## config.mk

```make
export PLATFORM = sky130hd
export DESIGN_NAME = sprite_game_controller
export DESIGN_NICKNAME = d
export VERILOG_FILES = /design/src/rtl/game_pkg.sv /design/src/rtl/obstacle_lane.sv /design/src/rtl/sprite_game_controller.sv
export SDC_FILE = /design/constraint.sdc
export NUM_CORES = 1
export LEC_CHECK = 0
export BUFFER_PORTS_ARGS = -buffer_cell sky130_fd_sc_hd__buf_2
export CORE_AREA = 2 2 155 157
export CTS_BUF_LIST = sky130_fd_sc_hd__clkbuf_8
export CTS_CLUSTER_DIAMETER = 30
export DETAILED_ROUTE_END_ITERATION = 6
export DIE_AREA = 0 0 157 159
export PLACE_DENSITY_LB_ADDON = 0.08
export REMOVE_ABC_BUFFERS = 1
export SYNTH_ARGS = -nofsm -noshare
export SYNTH_HDL_FRONTEND = slang
export SYNTH_HIERARCHICAL = 1
export SYNTH_SLANG_ARGS = --single-unit
```

## constraint.sdc

```tcl
create_clock -name clk -period 6.31 [get_ports clk]
set_input_delay 0.9465 -clock clk [delete_from_list [all_inputs] [get_ports clk]]
set_output_delay 0.9465 -clock clk [all_outputs]
set_load 0.03 [all_outputs]
```

## src/rtl/game_pkg.sv

```systemverilog
// game_pkg: shared FSM state, colours, screen bounds and box helpers
// for the sprite game controller and its obstacle lanes.
package game_pkg;

  typedef enum logic [1:0] {
    ST_PLAY,
    ST_HIT,
    ST_OVER
  } state_e;

  localparam logic [11:0] C_BLACK  = 12'h000;
  localparam logic [11:0] C_PLAYER = 12'hF00;
  localparam logic [11:0] C_OBS    = 12'hF0F;
  localparam logic [11:0] C_OVER   = 12'h800;
  localparam logic [11:0] C_RIGHT  = 12'hFF0;
  localparam logic [11:0] C_LEFT   = 12'h0FF;
  localparam logic [11:0] C_DOWN   = 12'h0F0;
  localparam logic [11:0] C_UP     = 12'h00F;
  localparam logic [11:0] C_RESET  = 12'hFFF;

  localparam int DEF_X_MIN = 144;
  localparam int DEF_X_MAX = 783;
  localparam int DEF_Y_MIN = 35;
  localparam int DEF_Y_MAX = 515;

  localparam int P_X0 = 450;
  localparam int P_Y0 = 250;

  // Zero-extend a screen coordinate into signed box arithmetic.
  function automatic logic signed [10:0] s11(
    input logic [9:0] v
  );
    return signed'({1'b0, v});
  endfunction

  // Coordinate c lies inside [ctr-half, ctr+half], inclusive.
  function automatic logic in_box(
    input logic signed [10:0] c,
    input logic signed [10:0] ctr,
    input logic signed [10:0] half
  );
    return (c >= ctr - half) && (c <= ctr + half);
  endfunction

  // Two inclusive spans share at least one pixel.
  function automatic logic span_ovl(
    input logic signed [10:0] a,
    input logic signed [10:0] ha,
    input logic signed [10:0] b,
    input logic signed [10:0] hb
  );
    return (a - ha <= b + hb) && (b - hb <= a + ha);
  endfunction

endpackage

```

## src/rtl/obstacle_lane.sv

```systemverilog
// obstacle_lane: one falling obstacle -- position register, pixel fill
// and overlap against the player box.
module obstacle_lane
  import game_pkg::*;
#(
  parameter int X_POS    = 200,
  parameter int Y_INIT   = 35,
  parameter int OBS_HW   = 60,
  parameter int OBS_HH   = 10,
  parameter int OBS_STEP = 1,
  parameter int Y_MIN    = DEF_Y_MIN,
  parameter int Y_MAX    = DEF_Y_MAX,
  parameter int P_HALF   = 30
) (
  input  logic       clk,
  input  logic       rst,
  input  logic       adv,
  input  logic [9:0] h_count,
  input  logic [9:0] v_count,
  input  logic [9:0] p_x,
  input  logic [9:0] p_y,
  output logic       fill,
  output logic       hit
);

  localparam logic [9:0] Y_RST  = 10'(Y_INIT);
  localparam logic [9:0] Y_LO   = 10'(Y_MIN);
  localparam logic [9:0] Y_HI   = 10'(Y_MAX);
  localparam logic [9:0] Y_STEP = 10'(OBS_STEP);

  localparam logic signed [10:0] S_X  = 11'(X_POS);
  localparam logic signed [10:0] S_HW = 11'(OBS_HW);
  localparam logic signed [10:0] S_HH = 11'(OBS_HH);
  localparam logic signed [10:0] S_PH = 11'(P_HALF);

  logic [9:0] ypos_q, ypos_d;

  // Fall one step per advance, reload at the top once the bottom is hit.
  always_comb begin
    ypos_d = ypos_q;
    if (adv) begin
      if (ypos_q >= Y_HI) ypos_d = Y_LO;
      else                ypos_d = ypos_q + Y_STEP;
    end
  end

  // Obstacle height register.
  always_ff @(posedge clk or posedge rst) begin
    if (rst) ypos_q <= Y_RST;
    else     ypos_q <= ypos_d;
  end

  assign fill = in_box(s11(h_count), S_X, S_HW)
             && in_box(s11(v_count), s11(ypos_q), S_HH);

  assign hit = span_ovl(s11(p_x), S_PH, S_X, S_HW)
            && span_ovl(s11(p_y), S_PH, s11(ypos_q), S_HH);

endmodule

```

## src/rtl/sprite_game_controller.sv

```systemverilog
// sprite_game_controller: player sprite, falling obstacles, lives FSM, pixel colour.
// Optional WRAP_EN: player wraps across visible-area edges instead of clamping.
module sprite_game_controller
  import game_pkg::*;
#(
  parameter int N_OBS     = 4,
  parameter int P_HALF    = 30,
  parameter int OBS_HW    = 60,
  parameter int OBS_HH    = 10,
  parameter int P_STEP    = 2,
  parameter int OBS_STEP  = 1,
  parameter int X_MIN     = DEF_X_MIN,
  parameter int X_MAX     = DEF_X_MAX,
  parameter int Y_MIN     = DEF_Y_MIN,
  parameter int Y_MAX     = DEF_Y_MAX,
  parameter int LIVES     = 3,
  parameter int INV_TICKS = 60
) (
  input  logic        clk,
  input  logic        rst,
  input  logic        tick,
  input  logic        up,
  input  logic        down,
  input  logic        left,
  input  logic        right,
  input  logic        bright,
  input  logic [9:0]  hCount,
  input  logic [9:0]  vCount,
  output logic [11:0] rgb,
  output logic [2:0]  lives,
  output logic        game_over
);

  localparam int INV_W =
    ($clog2(INV_TICKS) < 3) ? 3 : $clog2(INV_TICKS);
  localparam logic [INV_W-1:0] INV_LAST =
    INV_W'(INV_TICKS - 1);

  localparam logic signed [10:0] S_STEP = 11'(P_STEP);
  localparam logic signed [10:0] S_PH   = 11'(P_HALF);
`ifdef WRAP_EN
  localparam logic signed [10:0] S_XLO = 11'(X_MIN);
  localparam logic signed [10:0] S_XHI = 11'(X_MAX);
  localparam logic signed [10:0] S_YLO = 11'(Y_MIN);
  localparam logic signed [10:0] S_YHI = 11'(Y_MAX);
`else
  localparam logic signed [10:0] S_XLO = 11'(X_MIN + P_HALF);
  localparam logic signed [10:0] S_XHI = 11'(X_MAX - P_HALF);
  localparam logic signed [10:0] S_YLO = 11'(Y_MIN + P_HALF);
  localparam logic signed [10:0] S_YHI = 11'(Y_MAX - P_HALF);
`endif

  state_e           state_q, state_d;
  logic [2:0]       lives_q, lives_d;
  logic [INV_W-1:0] inv_q, inv_d;
  logic [9:0]       px_q, px_d;
  logic [9:0]       py_q, py_d;
  logic [11:0]      bg_q, bg_d;

  logic [N_OBS-1:0] obs_fill;
  logic [N_OBS-1:0] obs_hit;
  logic             adv;
  logic             p_fill;
  logic             p_show;

  assign adv = tick && (state_q != ST_OVER);

  for (genvar i = 0; i < N_OBS; i++) begin : g_obs
    obstacle_lane #(
      .X_POS    (X_MIN + ((i + 1) * (X_MAX - X_MIN)) / (N_OBS + 1)),
      .Y_INIT   (Y_MIN + (i * (Y_MAX - Y_MIN)) / N_OBS),
      .OBS_HW   (OBS_HW),
      .OBS_HH   (OBS_HH),
      .OBS_STEP (OBS_STEP),
      .Y_MIN    (Y_MIN),
      .Y_MAX    (Y_MAX),
      .P_HALF   (P_HALF)
    ) u_lane (
      .clk     (clk),
      .rst     (rst),
      .adv     (adv),
      .h_count (hCount),
      .v_count (vCount),
      .p_x     (px_q),
      .p_y     (py_q),
      .fill    (obs_fill[i]),
      .hit     (obs_hit[i])
    );
  end

  // Player motion: one axis per tick, right > left > up > down.
  always_comb begin
    logic signed [10:0] nx;
    logic signed [10:0] ny;
    nx   = s11(px_q);
    ny   = s11(py_q);
    px_d = px_q;
    py_d = py_q;
    if (adv) begin
      if (right)     nx = nx + S_STEP;
      else if (left) nx = nx - S_STEP;
      else if (up)   ny = ny - S_STEP;
      else if (down) ny = ny + S_STEP;
`ifdef WRAP_EN
      if (nx > S_XHI)      nx = S_XLO;
      else if (nx < S_XLO) nx = S_XHI;
      if (ny > S_YHI)      ny = S_YLO;
      else if (ny < S_YLO) ny = S_YHI;
`else
      if (nx > S_XHI)      nx = S_XHI;
      else if (nx < S_XLO) nx = S_XLO;
      if (ny > S_YHI)      ny = S_YHI;
      else if (ny < S_YLO) ny = S_YLO;
`endif
      px_d = nx[9:0];
      py_d = ny[9:0];
    end
  end

  // Background remembers the last button seen on a live tick.
  always_comb begin
    bg_d = bg_q;
    if (adv) begin
      if (right)     bg_d = C_RIGHT;
      else if (left) bg_d = C_LEFT;
      else if (up)   bg_d = C_UP;
      else if (down) bg_d = C_DOWN;
    end
  end

  // Lives FSM: collision costs a life, HIT masks collisions for a while.
  always_comb begin
    state_d = state_q;
    lives_d = lives_q;
    inv_d   = inv_q;
    if (tick) begin
      unique case (state_q)
        ST_PLAY: begin
          if (|obs_hit) begin
            if (lives_q > 3'd1) begin
              state_d = ST_HIT;
              lives_d = lives_q - 3'd1;
              inv_d   = '0;
            end else begin
              state_d = ST_OVER;
              lives_d = 3'd0;
            end
          end
        end
        ST_HIT: begin
          if (inv_q == INV_LAST) begin
            state_d = ST_PLAY;
            inv_d   = '0;
          end else begin
            inv_d = inv_q + 1'b1;
          end
        end
        ST_OVER: begin
          state_d = ST_OVER;
        end
        default: begin
          state_d = ST_PLAY;
        end
      endcase
    end
  end

  // Game state registers.
  always_ff @(posedge clk or posedge rst) begin
    if (rst) begin
      state_q <= ST_PLAY;
      lives_q <= 3'(LIVES);
      inv_q   <= '0;
      px_q    <= 10'(P_X0);
      py_q    <= 10'(P_Y0);
      bg_q    <= C_RESET;
    end else begin
      state_q <= state_d;
      lives_q <= lives_d;
      inv_q   <= inv_d;
      px_q    <= px_d;
      py_q    <= py_d;
      bg_q    <= bg_d;
    end
  end

  assign p_fill = in_box(s11(hCount), s11(px_q), S_PH)
               && in_box(s11(vCount), s11(py_q), S_PH);
  assign p_show = (state_q != ST_HIT) || inv_q[2];

  // Pixel colour: blanking, player, obstacles, background.
  always_comb begin
    rgb = C_BLACK;
    if (!bright)               rgb = C_BLACK;
    else if (p_fill && p_show) rgb = C_PLAYER;
    else if (|obs_fill)        rgb = C_OBS;
    else if (state_q == ST_OVER) rgb = C_OVER;
    else                       rgb = bg_q;
  end

  assign lives     = lives_q;
  assign game_over = (state_q == ST_OVER);

endmodule
```

### Yosys cells after proc, flatten, opt, wreduce, memory -nomap -nowiden

Index checks and enable logic that the tools add are counted.

| word-level totals | value |
|---|---|
| flip-flop bits (word level) | 83 |
| bits of input ports | 28 |
| output and inout port bits | 16 |
| logic and storage cells | 157 |

| operators by class | value |
|---|---|
| add/subtract/negate cells | 22 |
| magnitude comparators | 45 |
| equality and inequality tests | 8 |
| multiplexer cells | 33 |
| reduce and logical (&&, ||, !) cells | 39 |

Operator list:

| operator | count |
|---|---|
| 11-bit less-or-equal comparator | 14 |
| 12-bit two-way mux | 8 |
| 11-bit two-way mux | 8 |
| 10-bit two-way mux | 8 |
| 11-bit >= comparator | 6 |
| 10-bit >= comparator, second input constant | 5 |
| 10-bit by 4-bit adder with 11-bit output, second input constant | 4 |
| 10-bit by 4-bit subtractor with 11-bit output, second input constant | 4 |
| 10-bit by 1-bit adder with 10-bit output, second input constant | 4 |
| 1-bit logical AND | 29 |
| 10-bit by 2-bit adder with 11-bit output, second input constant | 2 |
| 10-bit by 5-bit adder with 11-bit output, second input constant | 2 |
| 10-bit by 11-bit less-or-equal comparator with 1-bit output, first input constant | 2 |
| 11-bit by 10-bit less-or-equal comparator with 1-bit output, second input constant | 2 |
| 11-bit less-or-equal comparator, second input constant | 2 |
| 10-bit by 2-bit subtractor with 11-bit output, second input constant | 2 |
| 10-bit by 5-bit subtractor with 11-bit output, second input constant | 2 |
| 10-bit by 9-bit >= comparator with 1-bit output, second input constant | 2 |
| 10-bit less-or-equal comparator, second input constant | 2 |
| 10-bit by 9-bit less-or-equal comparator with 1-bit output, second input constant | 2 |
| 6-bit two-way mux | 3 |
| 6-bit case mux with 2 select lines | 1 |
| 11-bit by 10-bit greater-than comparator with 1-bit output, second input constant | 1 |
| 11-bit greater-than comparator, second input constant | 1 |
| 24 further kinds | 31 |

### Logic depth before layout (Yosys ltp)

Gate-level depths: netlist of run 1.

| depth | value |
|---|---|
| word-level depth | 9 |
| depth in mapped cells | 22 |
| mapped depth without buffers | 20 |

### By module

The synthesis of run 1 kept the hierarchy.

By module, submodules not included:

| module | instances | cells an instance | area each (um^2) | seq. area each (um^2) |
|---|---|---|---|---|
| sprite_game_controller | 1 | 510 | 4030.1 | 869.6 |
| obstacle_lane (g_obs[2].u_lane) | 1 | 327 | 2506.2 | 255.2 |
| obstacle_lane (g_obs[0].u_lane) | 1 | 323 | 2483.6 | 254.0 |
| obstacle_lane (g_obs[3].u_lane) | 1 | 325 | 2421.1 | 256.5 |
| obstacle_lane (g_obs[1].u_lane) | 1 | 308 | 2362.3 | 256.5 |

### Worst setup path before layout of run 1

Ideal clock, no wire load.

| timing path | value |
|---|---|
| kind | flip-flop to output port |
| start | reg g_obs[0].u_lane.ypos_q[1] |
| end | out rgb[5] |
| arrival time | 4642 ps |
| required time | 5364 ps |
| path slack | 721 ps |
| stages on the path, launching flop included | 17 |
| path buffers | 1 |
| path through | dfstp_2 > inv_1 > ha_1 > nor2b_1 > nor2_1 > xor2_1 > inv_1 > ha_1 > o211ai_1 > o21ai_0 > maj3_2 > maj3_2 > a2111oi_4 > a211oi_2 > or4_1 > nor3_1 > buf_4 |

| on the way | value |
|---|---|
| word-level cells in the longest chain between the ends | 8 |
| elaborated cells between the ends (all ways) | 10 |
| those cells by class | add/sub (2); order compare (2); mux (3); reduce/logical (3) |

Ends and longest elaborated chain:

| what | RTL line | RTL |
|---|---|---|
| start: declaration | obstacle_lane.sv:36 | `logic [9:0] ypos_q, ypos_d;` |
| start signal: assignment | obstacle_lane.sv:50 | `else ypos_q <= ypos_d;` |
| 10-bit by 4-bit subtractor with 11-bit output or 10-bit by 4-bit adder with 11-bit output (tied branches) | game_pkg.sv:42 | `return (c >= ctr - half) && (c <= ctr + half);` |
| 11-bit >= comparator or 11-bit less-or-equal comparator (tied branches) | game_pkg.sv:42 |  |
| 1-bit logical AND * | game_pkg.sv:42 |  |
| 1-bit logical AND * | obstacle_lane.sv:54 | `&& in_box(s11(v_count), s11(ypos_q), S_HH);` |
| net obs_fill[0] | sprite_game_controller.sv:60 | `logic [N_OBS-1:0] obs_fill;` |
| 4-bit OR reduction * | sprite_game_controller.sv:196 | `else if (\|obs_fill) rgb = C_OBS;` |
| 12-bit two-way mux * | sprite_game_controller.sv:196 |  |
| 12-bit two-way mux * | sprite_game_controller.sv:195 | `else if (p_fill && p_show) rgb = C_PLAYER;` |
| 12-bit two-way mux * | sprite_game_controller.sv:194 | `if (!bright) rgb = C_BLACK;` |
| end: declaration | sprite_game_controller.sv:29 | `output logic [11:0] rgb,` |

The timed path passes the listed nets; every way through them passes the cells marked *.

### Worst setup path after layout of run 1

| timing path | value |
|---|---|
| start | reg g_obs[0].u_lane.ypos_q[1] |
| end | out rgb[7] |

Same word-level chain as after synthesis.

==> results.cfg, run 1 <==
[worst_setup_path]
end_kind = primary output
worstSetupStartpointType = flop
crit_buf_inv = 3
path_max_fanout = 8
worstSetupPathType = flop to primary output
cp.required_ps = 5360
critPathSlowestCell = or4_1
critPathArrivalTime_ps = 4930
crit_path_cell_trace = inv_1 > ha_1 > nor2b_1 > nor2_1 > xor2_1 > inv_1 > ha_1 > o211ai_1 > o21ai_0 > maj3_2 > maj3_2 > a2111oi_4 > a211oi_2 > or4_1 > nor3_1 > buf_2
critPathTopFamily = simple AND/OR/NAND/NOR gates
critPathMaxStageDelay_ps = 690

[route]
routedWlPerCell_um = 19.0
firstDrtPassIters = 7
drc_errors = 5
wl_mm = 39.8
postRouteAntennaNets = 0
route.vias.total = 13400
initialDrtViolationCount = 1066
vias_per_cell = 6.36

[global_route]
grt_usage_pct = 31.8
grt_max_degree = 49
antenna_found_initial = 1
grt_pass1_vias = 12600
gr-total-overflow = 0
grt_pass1_wl_mm = 64.5

[status]
violations = DRC
outcome = complete, but fails checks

[synth]
synth.largest_area_cell = ha_1
avgSynthCellArea_um2 = 7.70
ys_types = 107
synth-seq-cells = 74
ys_top_cells_by_area = ha_1 (19%), dfrtp_1 (7.6%), xnor2_1 (7.3%)
ys_async_sr_fraction_pct = 100
synth_area_um2 = 13800
ys.flop_type = dfrtp_1
synthesis.instances = 1793
yosysWarnings = 6
yosysMostFrequentCell = ha_1
yosys-top-cells-count = ha_1 (206), nor2_1 (163), inv_1 (127)
synth-edff-count = 0
synth_top_area_share_pct = 18.7
ys_seq_area_share_pct = 13.7

[timing]
hold_ws_ps = 527
finalCritPeriodShare_pct = 93.1
tightest_slew_ps = 949
slew_violations = 0
max_freq_mhz = 170
finalCriticalPeriod_ps = 5880
max-slew-margin-rel_pct = 35.9
finalSetupViolCount = 0
finalHoldViolations = 0
rsz0062_at_grt = no
skew_ps = 18.5

[cts]
clock-sinks = 74
holdBufCountCts = 0
postCtsSetupBuffers = 0
cts_resized = 0
numCtsBuffers = 9
htreeDepth = 3
clock_latency_ps = 390
clk_path_buf_depth = 2
root_buffer = clkbuf_8
cts_tree = done
clkTransAtPathRegs_ps = 100

[power]
clkPwrFrac_pct = 8.4
powerDensity_nw_per_um2 = 409
power_uw = 5860
vdd_drop_max_mv = 0.270
leakage_uw = 0.00609
power_frac_seq_pct = 17.8
netSwitchingFraction_pct = 53.5
combPwrFrac_pct = 73.9
switching_power_uw = 3140
p_int_uw = 2720

[layout]
antennaDiodeCount = 0
fin_cells = 2101
final_cell_area_um2 = 14300
final_nets = 2011
area_growth_syn_to_layout_pct = 3.77
drive_gt1_share_pct = 9.65

[min_path]
hp-class = flop to flop

[floorplan]
rows = 56
initial_core_util_pct = 59.5
dieHeight_um = 159
coreArea_um2 = 23200
io_pins = 44
die_area_um2 = 25000
die-width_um = 157

[placed_design]
dp_cells = 2085
hpwl_mm = 29.6
port_buffers = 43
place_area_um2 = 14100
gp_congestion = 0.948

[flow_run]
maxCapViolations = 0
==> cell families after synthesis <==
logic type,Yosys count,share of synthesized area (%)
and+or+nand+nor,645,24.9
AOI/OAI and AO/OA,447,22.6
buffers and inverters,220,7.12
adders and majority gates,213,19.2
xor gates and xnor gates,187,11.9
DFF,74,13.7
muxes,7,0.535
==> layer usage <==
metal	global-route usage [%]	part of all wire, %
met2	51.2	45
met1	43.4	45
met5	0	0.033
met3	4.55	6.8
met4	10.8	3.3
==> worst paths after layout <==
kind	start	endpoint	slack (ps)	cells past startpoint
max	g_obs[0].u_lane/ypos_q[1]	rgb[7]	430	16
min	inv_q[1]	inv_q[1]	530	2
max reg2reg	py_q[1]	inv_q[4]	1160	19
min reg2reg	inv_q[1]	inv_q[1]	530	2
max in group asynchronous	rst	bg_q[3]	5150	3
min in group asynchronous	rst	g_obs[2].u_lane/ypos_q[3]	660	2
==> cell type report <==
| cell class | count | area (um2) |
|---|---|---|
| fillers | 2103 | 8870 |
| clock inverters | 7 | 116 |
| repair buffers | 66 | 388 |
| well taps | 319 | 399 |
| clock buffers | 9 | 124 |
| inverters | 127 | 477 |
| flip-flops and latches | 74 | 1890 |
| multi-input cells | 1499 | 10900 |
==> tightest hold or removal path, cell delays in order, from the launching register on <==
cell and delay, ps:
dfrtp_1 380, nand2_1 50, o21ai_0 70
==> registers in the layout (all words and copies together) (netlist names) <==
name,flops
g_obs.u_lane/ypos_q,40
bg_q,3
px_q,10
state_q,2
inv_q,6
lives,3
py_q,10
==> power by group through the flow <==
stage	clock [uW]	sequential (uW)	combinational, uW
after global placement	0	1030	4130
after detailed placement	0	1040	4230
after floorplan	0	1050	3050
after CTS	503	1030	4260
final	490	1040	4330
after global routing	521	1080	4850
==> metrics by stage <==
stage               utilization, %  TNS (ps)  setup slack (ps)
finish                        61.8         0               433
global route                  61.8         0              79.8
global placement              60.7         0              1000
CTS                           61.8         0               419
floorplan                        -     -2830              -616
detailed placement            60.7         0               857
==> cell usage in the layout (no fill, tap or decap), types with 16 or more instances in the layout <==
cell type | synthesis | final
a211oi_1 | 19 | 19
a21o_1 | 19 | 19
a21oi_1 | 103 | 103
a31oi_1 | 20 | 20
buf_2 | 17 | 43
buf_4 | 12 | 23
dfrtp_1 | 42 | 42
dfstp_2 | 32 | 32
ha_1 | 206 | 206
inv_1 | 127 | 128
nand2_1 | 115 | 115
nand2b_1 | 31 | 31
nand3_1 | 59 | 59
nand4_1 | 47 | 47
nor2_1 | 163 | 163
nor2b_1 | 24 | 24
nor3_1 | 50 | 50
nor3b_1 | 16 | 16
nor4_1 | 19 | 19
o21ai_0 | 100 | 100
xnor2_1 | 115 | 115
xor2_1 | 72 | 72
Note: power is estimated with default switching activity, not from simulation.
==> run 2, diff against run 1 <==
--- a/config.mk
+++ b/config.mk
@@ -9,6 +9,7 @@
 export CORE_AREA = 2 2 155 157
 export CTS_BUF_LIST = sky130_fd_sc_hd__clkbuf_8
 export CTS_CLUSTER_DIAMETER = 30
+export CTS_CLUSTER_SIZE = 20
 export DETAILED_ROUTE_END_ITERATION = 6
 export DIE_AREA = 0 0 157 159
 export PLACE_DENSITY_LB_ADDON = 0.08
==> constraint.sdc (replaced) <==
create_clock -name clk -period 7.25 [get_ports clk]
set_input_delay 1.0875 -clock clk [delete_from_list [all_inputs] [get_ports clk]]
set_output_delay 1.0875 -clock clk [all_outputs]
set_load 0.03 [all_outputs]
==> run 2 against run 1 <==
Net effect:
- the flow now finishes without violations
- power shrank 15%
- combinational power down 16%
- global-route usage increased by 0.082 points
- critical path type unchanged
- critical endpoint is now rgb[5]
- largest cell class unchanged
- largest power group unchanged
==> results.cfg, run 2 (synthesized netlist as in run 1, its figures left out) <==
[cts]
holdBufCountCts = 0
postCtsSetupBuffers = 0
clk_path_buf_depth = 2
root_buffer = clkbuf_8
clock_latency_ps = 410
cts_resized = 0
clock-sinks = 74
numCtsBuffers = 9
clkTransAtPathRegs_ps = 120
cts_tree = done
htreeDepth = 3

[min_path]
hp-class = flop to flop

[floorplan]
rows = 56
initial_core_util_pct = 59.5
die-width_um = 157
dieHeight_um = 159
coreArea_um2 = 23200
die_area_um2 = 25000
io_pins = 44

[worst_setup_path]
r2r_start = py_q[2]
timing.rr.end = inv_q[4]
critPathArrivalTime_ps = 4940
worstSetupPathType = flop to primary output
worstSetupStartpointType = flop
cp.required_ps = 6160
critPathSlowestCell = or4_1
cp.depth = 16
path_max_fanout = 8
critPathMaxStageDelay_ps = 700
critPathCapture = rgb[5]
end_kind = primary output
rrSetupSlack_ps = 1730
reg2reg_depth = 20
crit_buf_inv = 3
critPathTopFamily = simple AND/OR/NAND/NOR gates
crit_start = g_obs[0].u_lane/ypos_q[1]
crit_path_cell_trace = inv_1 > ha_1 > nor2b_1 > nor2_1 > xor2_1 > inv_1 > ha_1 > o211ai_1 > o21ai_0 > maj3_2 > maj3_2 > a2111oi_4 > a211oi_2 > or4_1 > nor3_1 > buf_2

[route]
routedWlPerCell_um = 18.8
wl_mm = 39.3
drc_errors = 0
firstDrtPassIters = 6
initialDrtViolationCount = 908
postRouteAntennaNets = 0
vias_per_cell = 6.36
route.vias.total = 13300

[global_route]
grt_pass1_wl_mm = 64.8
antenna_found_initial = 1
grt_pass1_vias = 12600
grt_max_degree = 49
gr-total-overflow = 0
grt_usage_pct = 31.9

[placed_design]
hpwl_mm = 29.0
gp_congestion = 0.899
port_buffers = 43

[timing]
finalHoldViolations = 0
max-slew-margin-rel_pct = 34.3
finalCritPeriodShare_pct = 83.2
rsz0062_at_grt = no
finalSetupViolCount = 0
slew_violations = 0
max_freq_mhz = 166
tns_ps = 0
finalCriticalPeriod_ps = 6030
tightest_slew_ps = 985
skew_ps = 25.5

[layout]
drive_gt1_share_pct = 9.35
final_nets = 2004
regArea_um2 = 1890
area_growth_syn_to_layout_pct = 3.19
reg_top3 = g_obs.u_lane/ypos_q: 40 flops, px_q: 10 flops, py_q: 10 flops
largest_register_ffs = 40
top_register = g_obs.u_lane/ypos_q
multi_input_comb_area_um2 = 10900
final_cell_mix = ha_1 (206), nor2_1 (163), inv_1 (127), nand2_1 (115), xnor2_1 (115)
fin_util_pct = 61.4
fill_cells = 2164
mostFrequentLayoutCell = ha_1

[power]
powerDensity_nw_per_um2 = 350
vdd_drop_max_mv = 0.257
leakage_uw = 0.00604

[flow_run]
maxCapViolations = 0

[status]
outcome = completed
## run 2: changes by cell type in the layout (fill, tap and decap cells not counted), sizes merged
cell	before	now
bufinv	3	1
clkinv	1	2
inv	130	129
clkbuf	9	10
clkinvlp	0	1
buf	66	59
diode	0	1
## run 2: per-layer routing
layer / up-vias / wire [um] / global-route usage, %
met4: 0 / 1240 / 11.8
li1: 6494 / - / -
met5: - / 0 / 0
met1: 6287 / 17500 / 43.3
met3: 74 / 2510 / 4.46
met2: 463 / 18100 / 51.2
## run 2: report_power, final
group / switching (uW) / internal [uW] / total [uW]
Clock: 208 / 173 / 381
Combinational: 2070 / 1570 / 3640
Sequential: 413 / 550 / 963
Total: 2690 / 2290 / 4980
## run 2: worst min-delay path by stage
stage,cells after the start,to,from
after detailed placement,2,bg_q[7],bg_q[7]
after floorplan,2,inv_q[1],inv_q[1]
after global routing,1,bg_q[3],bg_q[3]
after global placement,2,bg_q[7],bg_q[7]
after CTS,2,bg_q[7],bg_q[7]
final,2,bg_q[7],bg_q[7]
## run 2: worst reg2reg max path, stage by stage, from the launching register on
cell	delay, ps
dfrtp_1	990
buf_4	330
ha_1	190
nand3_1	110
nand2_1	180
nor3_1	70
xnor2_1	170
ha_1	290
a2111oi_0	590
o21ai_0	180
a22oi_1	220
a222oi_1	120
nor4_1	630
or4_1	290
nor2_1	50
nor2_1	70
o21ai_0	150
or2_2	390
nor3_1	200
a21oi_1	60
o21ai_0	140
## run 2: metrics by stage
step / total power [uW] / worst slack, ps / hold WS, ps / instance area (um2) / std cells
after floorplan: 3570 / 183 / 476 / 13300 / 1700
after global placement: 4450 / 1690 / 498 / 14000 / 2078
after detailed placement: 4530 / 1620 / 501 / 14000 / 2078
after CTS: 4940 / 1210 / 521 / 14200 / 2094
after global routing: 5520 / 864 / 545 / 14200 / 2094
final: 4980 / 1220 / 520 / 14200 / 2095
## run 2: layout make-up
class,instances,area share [%]
inverters,127,3.35
diodes,1,0.0176
multi-input cells,1499,76.7
flip-flops and latches,74,13.3
well taps,319,2.80
repair buffers,59,2.35
clock buffers,10,0.966
clock inverters,6,0.509
